<file path="config.mk">
export PLATFORM = sky130hd
export DESIGN_NAME = free_list_dealloc_buffer_flat
export DESIGN_NICKNAME = d
export VERILOG_FILES = /design/src/rtl/free_list_dealloc_buffer_pkg.sv /design/src/rtl/free_list_dealloc_buffer_if.sv /design/src/rtl/free_list_dealloc_buffer_bank_fifo.sv /design/src/rtl/free_list_dealloc_buffer.sv /design/src/flat_wrapper.sv
export SDC_FILE = /design/constraint.sdc
export NUM_CORES = 1
export LEC_CHECK = 0
export ABC_CLOCK_PERIOD_IN_PS = 13600
export CORE_MARGIN = 5
export CORE_UTILIZATION = 40
export DETAILED_ROUTE_END_ITERATION = 8
export PLACE_DENSITY_LB_ADDON = 0.05
export SLEW_MARGIN = 0
export SYNTH_ARGS = -nofsm -noshare
export SYNTH_HDL_FRONTEND = slang
export SYNTH_SLANG_ARGS = --single-unit
</file>
<file path="constraint.sdc">
create_clock -name CLK -period 13.6 [get_ports CLK]
set_input_delay 2.72 -clock CLK [delete_from_list [all_inputs] [get_ports CLK]]
set_output_delay 2.72 -clock CLK [all_outputs]
set_load 0.02 [all_outputs]
</file>
<file path="src/rtl/free_list_dealloc_buffer_pkg.sv">
// Shared constants for the free-list dealloc front end.
// Holds the register-file geometry (PR count, bank count) and the dealloc
// sizing (commit lanes, per-bank FIFO depth), plus a small width helper.
package free_list_dealloc_buffer_pkg;

    localparam int unsigned PR_COUNT           = 128;
    localparam int unsigned LOG_PR_COUNT       = $clog2(PR_COUNT);
    localparam int unsigned PRF_BANK_COUNT     = 4;
    localparam int unsigned LOG_PRF_BANK_COUNT = $clog2(PRF_BANK_COUNT);
    localparam int unsigned DEALLOC_WIDTH      = 4;
    localparam int unsigned DEALLOC_Q_ENTRIES  = 8;

    // Bits needed to hold a count in the range 0..n inclusive.
    function automatic int unsigned cnt_bits(input int unsigned n);
        return $clog2(n + 1);
    endfunction

endpackage

</file>
<file path="src/rtl/free_list_dealloc_buffer_if.sv">
// Per-bank enqueue handshake between the dealloc buffer and the free list.
//   enq_valid_by_bank : head of each bank FIFO is valid (master -> slave)
//   enq_PR_by_bank    : head PR of each bank FIFO      (master -> slave)
//   enq_ready_by_bank : free list bank accepts          (slave -> master)
interface free_list_dealloc_buffer_if
    import free_list_dealloc_buffer_pkg::*;
#(
    parameter int unsigned BANKS = PRF_BANK_COUNT,
    parameter int unsigned PR_W  = LOG_PR_COUNT
);
    logic [BANKS-1:0]           enq_valid_by_bank;
    logic [BANKS-1:0][PR_W-1:0] enq_PR_by_bank;
    logic [BANKS-1:0]           enq_ready_by_bank;

    modport master (
        output enq_valid_by_bank,
        output enq_PR_by_bank,
        input  enq_ready_by_bank
    );

    modport slave (
        input  enq_valid_by_bank,
        input  enq_PR_by_bank,
        output enq_ready_by_bank
    );
endinterface

</file>
<file path="src/rtl/free_list_dealloc_buffer_bank_fifo.sv">
// Multi-push, single-pop circular FIFO for one PRF bank.
//   CLK, RST   : clock, synchronous active-high reset
//   push_count : number of entries written this cycle (0..WIDTH)
//   push_pr    : entries to write, packed from slot 0 upward
//   pop        : remove the head entry
//   head_pr    : head entry, zero while empty
//   occupancy  : current fill level (0..DEPTH)
module dealloc_bank_fifo
    import free_list_dealloc_buffer_pkg::*;
#(
    parameter int unsigned DEPTH  = DEALLOC_Q_ENTRIES,
    parameter int unsigned WIDTH  = DEALLOC_WIDTH,
    parameter int unsigned PR_W   = LOG_PR_COUNT,
    localparam int unsigned CNT_W = cnt_bits(WIDTH),
    localparam int unsigned OCC_W = $clog2(DEPTH) + 1
)(
    input  logic                       CLK,
    input  logic                       RST,
    input  logic [CNT_W-1:0]           push_count,
    input  logic [WIDTH-1:0][PR_W-1:0] push_pr,
    input  logic                       pop,
    output logic [PR_W-1:0]            head_pr,
    output logic [OCC_W-1:0]           occupancy
);
    localparam int unsigned PTR_W = $clog2(DEPTH);

    logic [PR_W-1:0]  mem [DEPTH];
    logic [PTR_W-1:0] head;
    logic [PTR_W-1:0] tail;

    always_ff @(posedge CLK) begin
        if (RST) begin
            head      <= '0;
            tail      <= '0;
            occupancy <= '0;
        end else begin
            for (int unsigned k = 0; k < WIDTH; k++) begin
                if (CNT_W'(k) < push_count) begin
                    mem[tail + PTR_W'(k)] <= push_pr[k];
                end
            end
            // Pointers are exactly PTR_W bits, so wrap is modulo DEPTH.
            tail      <= tail + PTR_W'(push_count);
            head      <= head + PTR_W'(pop);
            occupancy <= occupancy + OCC_W'(push_count) - OCC_W'(pop);
        end
    end

    // Masked while empty so the output reads zero after reset.
    assign head_pr = (occupancy != '0) ? mem[head] : '0;

endmodule

</file>
<file path="src/rtl/free_list_dealloc_buffer.sv">
// Writer-side front end of the banked physical-register free list.
// Steers freed PRs from ROB commit lanes to per-bank FIFOs by PR[low bits]
// and offers one PR per bank per cycle to the free list.
//   CLK, RST              : clock, synchronous active-high reset
//   dealloc_valid_by_lane : lane carries a freed PR
//   dealloc_PR_by_lane    : freed PR per lane
//   dealloc_ready         : all valid lanes are accepted this cycle
//   enq                   : per-bank valid/PR/ready handshake (master side)
//   occupancy_by_bank     : current fill of each bank FIFO
module free_list_dealloc_buffer
    import free_list_dealloc_buffer_pkg::*;
#(
    parameter int unsigned PR_COUNT          = free_list_dealloc_buffer_pkg::PR_COUNT,
    parameter int unsigned PRF_BANK_COUNT    = free_list_dealloc_buffer_pkg::PRF_BANK_COUNT,
    parameter int unsigned DEALLOC_WIDTH     = free_list_dealloc_buffer_pkg::DEALLOC_WIDTH,
    parameter int unsigned DEALLOC_Q_ENTRIES = free_list_dealloc_buffer_pkg::DEALLOC_Q_ENTRIES,
    localparam int unsigned LOG_PR_COUNT     = $clog2(PR_COUNT),
    localparam int unsigned OCC_W            = $clog2(DEALLOC_Q_ENTRIES) + 1
)(
    input  logic                                       CLK,
    input  logic                                       RST,
    input  logic [DEALLOC_WIDTH-1:0]                   dealloc_valid_by_lane,
    input  logic [DEALLOC_WIDTH-1:0][LOG_PR_COUNT-1:0] dealloc_PR_by_lane,
    output logic                                       dealloc_ready,
    free_list_dealloc_buffer_if.master                 enq,
    output logic [PRF_BANK_COUNT-1:0][OCC_W-1:0]       occupancy_by_bank
);
    localparam int unsigned LOG_PRF_BANK_COUNT = $clog2(PRF_BANK_COUNT);
    localparam int unsigned CNT_W              = cnt_bits(DEALLOC_WIDTH);
    localparam int unsigned THRESH             = DEALLOC_Q_ENTRIES - DEALLOC_WIDTH;

    logic [DEALLOC_WIDTH-1:0]                                     lane_live;
    logic [DEALLOC_WIDTH-1:0][LOG_PRF_BANK_COUNT-1:0]             lane_bank;
    logic [DEALLOC_WIDTH-1:0][CNT_W-1:0]                          lane_slot;
    logic [PRF_BANK_COUNT-1:0][CNT_W-1:0]                         push_count;
    logic [PRF_BANK_COUNT-1:0][DEALLOC_WIDTH-1:0][LOG_PR_COUNT-1:0] push_pr;
    logic [PRF_BANK_COUNT-1:0]                                    pop;
    logic [PRF_BANK_COUNT-1:0]                                    head_valid;
    logic [PRF_BANK_COUNT-1:0][LOG_PR_COUNT-1:0]                  head_pr;

    // Ready looks only at registered occupancy, leaving room for every lane
    // landing in one bank; no combinational path from the inputs.
    always_comb begin
        dealloc_ready = 1'b1;
        for (int unsigned b = 0; b < PRF_BANK_COUNT; b++) begin
            if (occupancy_by_bank[b] > OCC_W'(THRESH)) begin
                dealloc_ready = 1'b0;
            end
        end
    end

    // PR 0 is accepted but never buffered.
    always_comb begin
        lane_live = '0;
        lane_bank = '0;
        for (int unsigned i = 0; i < DEALLOC_WIDTH; i++) begin
            lane_live[i] = dealloc_valid_by_lane[i] & dealloc_ready &
                           (dealloc_PR_by_lane[i] != '0);
            lane_bank[i] = dealloc_PR_by_lane[i][LOG_PRF_BANK_COUNT-1:0];
        end
    end

    // Slot of each lane = number of lower live lanes hitting the same bank,
    // which keeps same-bank writes in ascending lane order.
    always_comb begin
        lane_slot  = '0;
        push_count = '0;
        for (int unsigned i = 0; i < DEALLOC_WIDTH; i++) begin
            for (int unsigned j = 0; j < i; j++) begin
                if (lane_live[j] && (lane_bank[j] == lane_bank[i])) begin
                    lane_slot[i] = lane_slot[i] + CNT_W'(1);
                end
            end
        end
        for (int unsigned b = 0; b < PRF_BANK_COUNT; b++) begin
            for (int unsigned i = 0; i < DEALLOC_WIDTH; i++) begin
                if (lane_live[i] && (lane_bank[i] == LOG_PRF_BANK_COUNT'(b))) begin
                    push_count[b] = push_count[b] + CNT_W'(1);
                end
            end
        end
    end

    always_comb begin
        push_pr = '0;
        for (int unsigned b = 0; b < PRF_BANK_COUNT; b++) begin
            for (int unsigned k = 0; k < DEALLOC_WIDTH; k++) begin
                for (int unsigned i = 0; i < DEALLOC_WIDTH; i++) begin
                    if (lane_live[i] && (lane_bank[i] == LOG_PRF_BANK_COUNT'(b)) &&
                        (lane_slot[i] == CNT_W'(k))) begin
                        push_pr[b][k] = dealloc_PR_by_lane[i];
                    end
                end
            end
        end
    end

    for (genvar b = 0; b < PRF_BANK_COUNT; b++) begin : g_bank
        dealloc_bank_fifo #(
            .DEPTH (DEALLOC_Q_ENTRIES),
            .WIDTH (DEALLOC_WIDTH),
            .PR_W  (LOG_PR_COUNT)
        ) u_fifo (
            .CLK        (CLK),
            .RST        (RST),
            .push_count (push_count[b]),
            .push_pr    (push_pr[b]),
            .pop        (pop[b]),
            .head_pr    (head_pr[b]),
            .occupancy  (occupancy_by_bank[b])
        );
        assign head_valid[b] = (occupancy_by_bank[b] != '0);
        assign pop[b]        = head_valid[b] & enq.enq_ready_by_bank[b];
    end

    assign enq.enq_valid_by_bank = head_valid;
    assign enq.enq_PR_by_bank    = head_pr;

endmodule

</file>
<file path="src/flat_wrapper.sv">
// flat-port wrapper written by rule: the top's interface ports become plain ports
module free_list_dealloc_buffer_flat import free_list_dealloc_buffer_pkg::*;
#(
    parameter int unsigned PR_COUNT          = free_list_dealloc_buffer_pkg::PR_COUNT,
    parameter int unsigned PRF_BANK_COUNT    = free_list_dealloc_buffer_pkg::PRF_BANK_COUNT,
    parameter int unsigned DEALLOC_WIDTH     = free_list_dealloc_buffer_pkg::DEALLOC_WIDTH,
    parameter int unsigned DEALLOC_Q_ENTRIES = free_list_dealloc_buffer_pkg::DEALLOC_Q_ENTRIES,
    localparam int unsigned LOG_PR_COUNT     = $clog2(PR_COUNT),
    localparam int unsigned OCC_W            = $clog2(DEALLOC_Q_ENTRIES) + 1
)
  (CLK, RST, dealloc_valid_by_lane, dealloc_PR_by_lane, dealloc_ready, occupancy_by_bank, enq_enq_valid_by_bank, enq_enq_PR_by_bank, enq_enq_ready_by_bank);
  free_list_dealloc_buffer_if #(.BANKS(4), .PR_W(7)) enq_i ();
  input  logic CLK;
  input  logic RST;
  input  logic [DEALLOC_WIDTH-1:0] dealloc_valid_by_lane;
  input  logic [DEALLOC_WIDTH-1:0][LOG_PR_COUNT-1:0] dealloc_PR_by_lane;
  output logic dealloc_ready;
  output logic [PRF_BANK_COUNT-1:0][OCC_W-1:0] occupancy_by_bank;
  output wire logic [$bits(enq_i.enq_valid_by_bank)-1:0] enq_enq_valid_by_bank;
  output wire logic [$bits(enq_i.enq_PR_by_bank)-1:0] enq_enq_PR_by_bank;
  input wire logic [$bits(enq_i.enq_ready_by_bank)-1:0] enq_enq_ready_by_bank;
  assign enq_enq_valid_by_bank = enq_i.enq_valid_by_bank;
  assign enq_enq_PR_by_bank = enq_i.enq_PR_by_bank;
  assign enq_i.enq_ready_by_bank = enq_enq_ready_by_bank;
  free_list_dealloc_buffer #(.PR_COUNT(PR_COUNT), .PRF_BANK_COUNT(PRF_BANK_COUNT), .DEALLOC_WIDTH(DEALLOC_WIDTH), .DEALLOC_Q_ENTRIES(DEALLOC_Q_ENTRIES)) u_core (.CLK(CLK), .RST(RST), .dealloc_valid_by_lane(dealloc_valid_by_lane), .dealloc_PR_by_lane(dealloc_PR_by_lane), .dealloc_ready(dealloc_ready), .enq(enq_i), .occupancy_by_bank(occupancy_by_bank));
endmodule
</file>
Yosys cells after proc, flatten, opt, wreduce, memory -nomap -nowiden
Memories as Yosys holds them, arrays and structs flattened. A register that Yosys moved wholly into a read port is not among the register bits.
Cells that the tools add are included.

storage, ports and cells
  memories kept = 4
  output and inout port bits = 49
  bits in writable memories = 224
  register bits after elaboration = 40
  word-level logic and storage cells = 337
  input bits = 38

memories
  memory                       words  width  read ports  clocked after memory_dff  wr ports  line                                      RTL
  u_core.g_bank[0].u_fifo.mem  8      7      1           1                         4         free_list_dealloc_buffer_bank_fifo.sv:27  logic [PR_W-1:0] mem [DEPTH];
  u_core.g_bank[1].u_fifo.mem  8      7      1           1                         4         free_list_dealloc_buffer_bank_fifo.sv:27
  u_core.g_bank[2].u_fifo.mem  8      7      1           1                         4         free_list_dealloc_buffer_bank_fifo.sv:27
  u_core.g_bank[3].u_fifo.mem  8      7      1           1                         4         free_list_dealloc_buffer_bank_fifo.sv:27

operators by class
  multiplexer cells = 134
  reductions and logical operators = 85
  bitwise operators = 12
  $lt $le $gt $ge = 20
  equality and inequality tests = 27
  add/subtract/negate cells = 43

operators by type and width
  kind                   count
  $mux W7                56
  $logic_and A1 B1 Y1    70
  $mux W1                59
  $mux W3                19
  $add A3 B1 Y3 const B  13
  $reduce_bool A7 Y1     4
  $add A3 B2 Y3 const B  8
  $lt A1 B3 Y1 const A   8
  $lt A2 B3 Y1 const A   8
  $add A4 B3 Y4          4
  $eq A2 B2 Y1 const B   8
  $gt A4 B3 Y1 const B   4
  $reduce_bool A4 Y1     4
  $sub A4 B1 Y4          4
  $add A1 B1 Y2 const B  6
  $add A3 B1 Y3          4
  $add A3 B3 Y3          4
  $and A1 B1 Y1          12
  $eq A2 B2 Y1           6
  $eq A3 B2 Y1 const B   4
  $logic_not A3 Y1       3
  $eq A2 B1 Y1 const B   4
  $logic_not A2 Y1       4
  $eq A3 B1 Y1 const B   2
  other kinds (2)        3

Logic depth before layout (Yosys ltp)
  depth in word-level cells = 19
  gate-level depth with buffers = 21
  mapped depth without buffers = 20

Modules after synthesis
Synthesis repeated with hierarchy kept, for this count alone.

second synthesis, totals
  cells, all modules = 2331
  area total of the unflattened synthesis = 21871.0 um^2

modules (own cells, without submodules)
  module                                        seq. area each (um^2)  cells an instance  area each (um^2)  times used
  dealloc_bank_fifo at u_core.g_bank[2].u_fifo  1881.8                 432                4659.5            1
  dealloc_bank_fifo at u_core.g_bank[3].u_fifo  1881.8                 474                4596.9            1
  dealloc_bank_fifo at u_core.g_bank[1].u_fifo  1881.8                 456                4545.6            1
  dealloc_bank_fifo at u_core.g_bank[0].u_fifo  1881.8                 461                4475.5            1
  free_list_dealloc_buffer                      0.0                    508                3593.4            1

Worst setup path after synthesis
Ideal clock, no wire load.

  kind = input port to flip-flop
  start = input dealloc_PR_by_lane[8] (netlist name)
  end = memory u_core.g_bank[0].u_fifo.mem[3][0] (enable)
  required time = 13.270 ns
  cell stages on the path = 15
  library setup time = 0.330 ns
  path slack = 6.970 ns
  buffers on the path = 3
  data arrival time = 6.299 ns
  path through = clkbuf_1 -> nor3b_1 -> nand2_1 -> nor4b_2 -> ha_1 -> clkbuf_1 -> xnor2_1 -> ha_1 -> nand3b_1 -> nor4_2 -> xor2_1 -> nor3b_1 -> buf_2 -> nor3_2 -> a311o_1

RTL lines
  item         line                                      RTL
  from (decl)  flat_wrapper.sv:16                        input logic [DEALLOC_WIDTH-1:0][LOG_PR_COUNT-1:0] dealloc_PR_by_lane;
  to (decl)    free_list_dealloc_buffer_bank_fifo.sv:27

==> reports/qor.yml <==
outcome:
  status: "finished, final reports clean"
synthesis:
  synthSimpleGateAreaFrac: 0.191
  synth.avg_cell_area_um2: 9.39
  synth_mux_area_frac: 0.165
  synth_xor_area_frac: 0.0258
  async_reset_ff_frac: 0
  synth-edff-count: 224
  synth_area_um2: 21700
  synth_top_family_by_area: "simple AND/OR/NAND/NOR gates"
  yosysWarnings: 0
  synth_cell_types: 90
  synth_compound_area_frac: 0.186
  synth_fa_ha_area_frac: 0.0442
  ys.flop_type: "edfxtp_1"
  synthCells: 2315
  ys_seq_area_frac: 0.346
  ys_seq_elements: 264
sta:
  timing.fmax_ghz: 0.124
  finalSetupTns_ns: 0
  relSlewSlack: 0.0816
  final_hold_viol_count: 0
  grt_setup_unrepaired: "false"
  finalCriticalPeriod_ns: 8.04
  fin_skew_ns: 0.0226
  finalMaxSlewViolations: 0
  finalSetupViolations: 0
  period_share: 0.591
  tightestPinTransition_ns: 1.37
global_route:
  grt_use_total: 0.266
  use_met3: 0.0394
  grt_busiest_layer: "met2"
  met2_usage: 0.419
  first_global_vias: 18600
  grt_pass1_wl_mm: 122
  antenna_found_initial: 3
  grt-ovfl-total: 0
  grt_start_max_net_pins: 65
  met1_usage: 0.381
cells_and_area:
  final_common_cell: "nor2_1"
  syn_to_final_growth_pct: 11.4
  most-common-layout-cells: "nor2_1 (255), edfxtp_1 (224), nand2_1 (221), mux2i_1 (191), a21oi_1 (166)"
  num-nets-final: 2458
  drive_gt1_frac: 0.0972
  final_util: 0.450
place:
  place.gp.congestion: 1.00
  io_buffer_count: 86
  hpwl_mm: 60.9
floorplanning:
  die-area_um2: 59100
  io_pins: 87
  die_w_um: 243
  coreArea_um2: 53800
  row_count: 85
  die_h_um: 243
  start_util: 0.404
clock_tree:
  cts_resized: 0
  clockBufferDepth: 3
  cts_hold_buffers: 0
  root_buffer: "clkbuf_16"
  cts_made_buffers: 30
  path_clk_slew_ns: 0.06
  htreeDepth: 1
  cts_setup_buffers: 0
  cts_tree: "built"
  cts_sinks: 264
  clk-insertion-delay-late_ns: 0.59
hold_path:
  min-delay-path-class: "register to register"
setup_path:
  cp_data_arrival_time_ns: 8.24
  cp_max_fo: 20
  start_kind: "primary input"
  required_ns: 13.80
  worst_setup_path_end_kind: "register"
  setup.worst_path.class: "primary input to register"
drt:
  postRouteAntennaNets: 0
  vias: 19600
  route.detailed.drc: 0
  dr.pass1.iters: 6
  initialDrtViolationCount: 2401
  routedWlPerCell_um: 26.8
  vias_per_cell: 6.39
  wl_mm: 82.0
run:
  maxCapViolations: 0
power:
  power.leakage_nw: 8.89
  vdd.ir_drop.worst_v: 0.000126
  power_density_nw_per_um2: 140
  finalPower_mw: 3.38
critical path: stages:
cell	delay, ns
clkdlybuf4s50_1	1.03
nor3b_2	0.69
ha_1	0.43
xnor2_1	0.47
ha_1	0.24
inv_1	0.06
nor3_1	0.23
xor2_1	0.49
nor4_4	0.20
nor3_1	1.12
nor3_1	0.19
o31ai_1	0.36
worst paths after layout:
check                                       start                                end  slack (ns)  cells past startpoint
max                         dealloc_PR_by_lane[1]  u_core.g_bank[2].u_fifo.mem[0][2]        5.56                     12
min               u_core.g_bank[1].u_fifo.tail[0]    u_core.g_bank[1].u_fifo.tail[0]        0.72                      2
max reg2reg  u_core.g_bank[3].u_fifo.occupancy[3]  u_core.g_bank[2].u_fifo.mem[0][2]        7.08                     15
min reg2reg       u_core.g_bank[1].u_fifo.tail[0]    u_core.g_bank[1].u_fifo.tail[0]        0.72                      2
flip-flops by register name, indices dropped and copies added, names as in the netlist:
name and flops:
u_core.g_bank.u_fifo.mem 224, u_core.g_bank.u_fifo.head 12, u_core.g_bank.u_fifo.tail 12, u_core.g_bank.u_fifo.occupancy 16
stage by stage:
step | std cells | setup WS [ns] | instance area (um2) | hold WS [ns]
after floorplan | 2346 | 6.97 | 21900 | 0.558
after global placement | 3011 | 5.27 | 23300 | 0.702
after detailed placement | 3011 | 5.16 | 23300 | 0.714
after CTS | 3062 | 5.79 | 24200 | 0.728
after global routing | 3066 | 5.29 | 24200 | 0.761
final | 3066 | 5.56 | 24200 | 0.723
area by class of cell:
| type | instances | area [um2] |
|---|---|---|
| inverters | 81 | 304 |
| multi-input cells | 1854 | 13500 |
| flip-flops and latches | 264 | 7530 |
| clock buffers | 39 | 805 |
| diodes | 3 | 7.51 |
| well taps | 696 | 871 |
| fillers | 5237 | 29600 |
| clock inverters | 12 | 124 |
| repair buffers | 117 | 1090 |
Yosys cell counts (all sizes together) (6+ instances only):
master | count | share of area
a31oi | 13 | 0.0037
a21oi | 169 | 0.039
a21o | 13 | 0.0045
a221o | 26 | 0.012
xnor2 | 46 | 0.019
o21ai | 75 | 0.018
nor3b | 13 | 0.0050
nor2b | 39 | 0.011
a211oi | 54 | 0.019
and3 | 33 | 0.0095
mux4 | 56 | 0.058
a221oi | 18 | 0.0073
dfxtp | 40 | 0.037
and4 | 7 | 0.0028
ha | 64 | 0.037
and2 | 12 | 0.0037
nand2b | 19 | 0.0055
a2bb2oi | 9 | 0.0036
nand3 | 60 | 0.017
inv | 81 | 0.014
clkbuf | 120 | 0.021
nor2 | 256 | 0.044
fa | 8 | 0.0074
mux2 | 35 | 0.018
a22o | 27 | 0.011
nand2 | 221 | 0.038
or2 | 8 | 0.0023
buf | 27 | 0.0059
o221ai | 29 | 0.012
o31ai | 24 | 0.0090
or3 | 12 | 0.0035
nor3 | 64 | 0.021
a32o | 7 | 0.0032
nor4 | 22 | 0.0082
o21a | 6 | 0.0021
xor2 | 18 | 0.0073
edfxtp | 224 | 0.31
nand4 | 23 | 0.0090
a22oi | 73 | 0.025
mux2i | 192 | 0.089
o211ai | 12 | 0.0041
power by group:
group          internal (mW)  switching, mW
Combinational          0.637          0.872
Sequential             0.979          0.112
Clock                  0.450          0.330
routing by layer:
metal  vias up  wire, um  part of all wire
li1       8846         -                 -
met1      9630     36200              0.44
met2       971     36900              0.45
met3       142      6290             0.077
met4         0      2660             0.032
met5         -         0                 0
cells by family after synthesis:
| kind of cell | after synthesis |
|---|---|
| DFF | 264 |
| AOI/OAI and AO/OA | 588 |
| buffers and inverters | 228 |
| adders and majority gates | 72 |
| and+or+nand+nor | 815 |
| xor gates and xnor gates | 64 |
| muxes | 283 |
| other | 1 |
No activity file was read; power rests on OpenSTA's default activity.
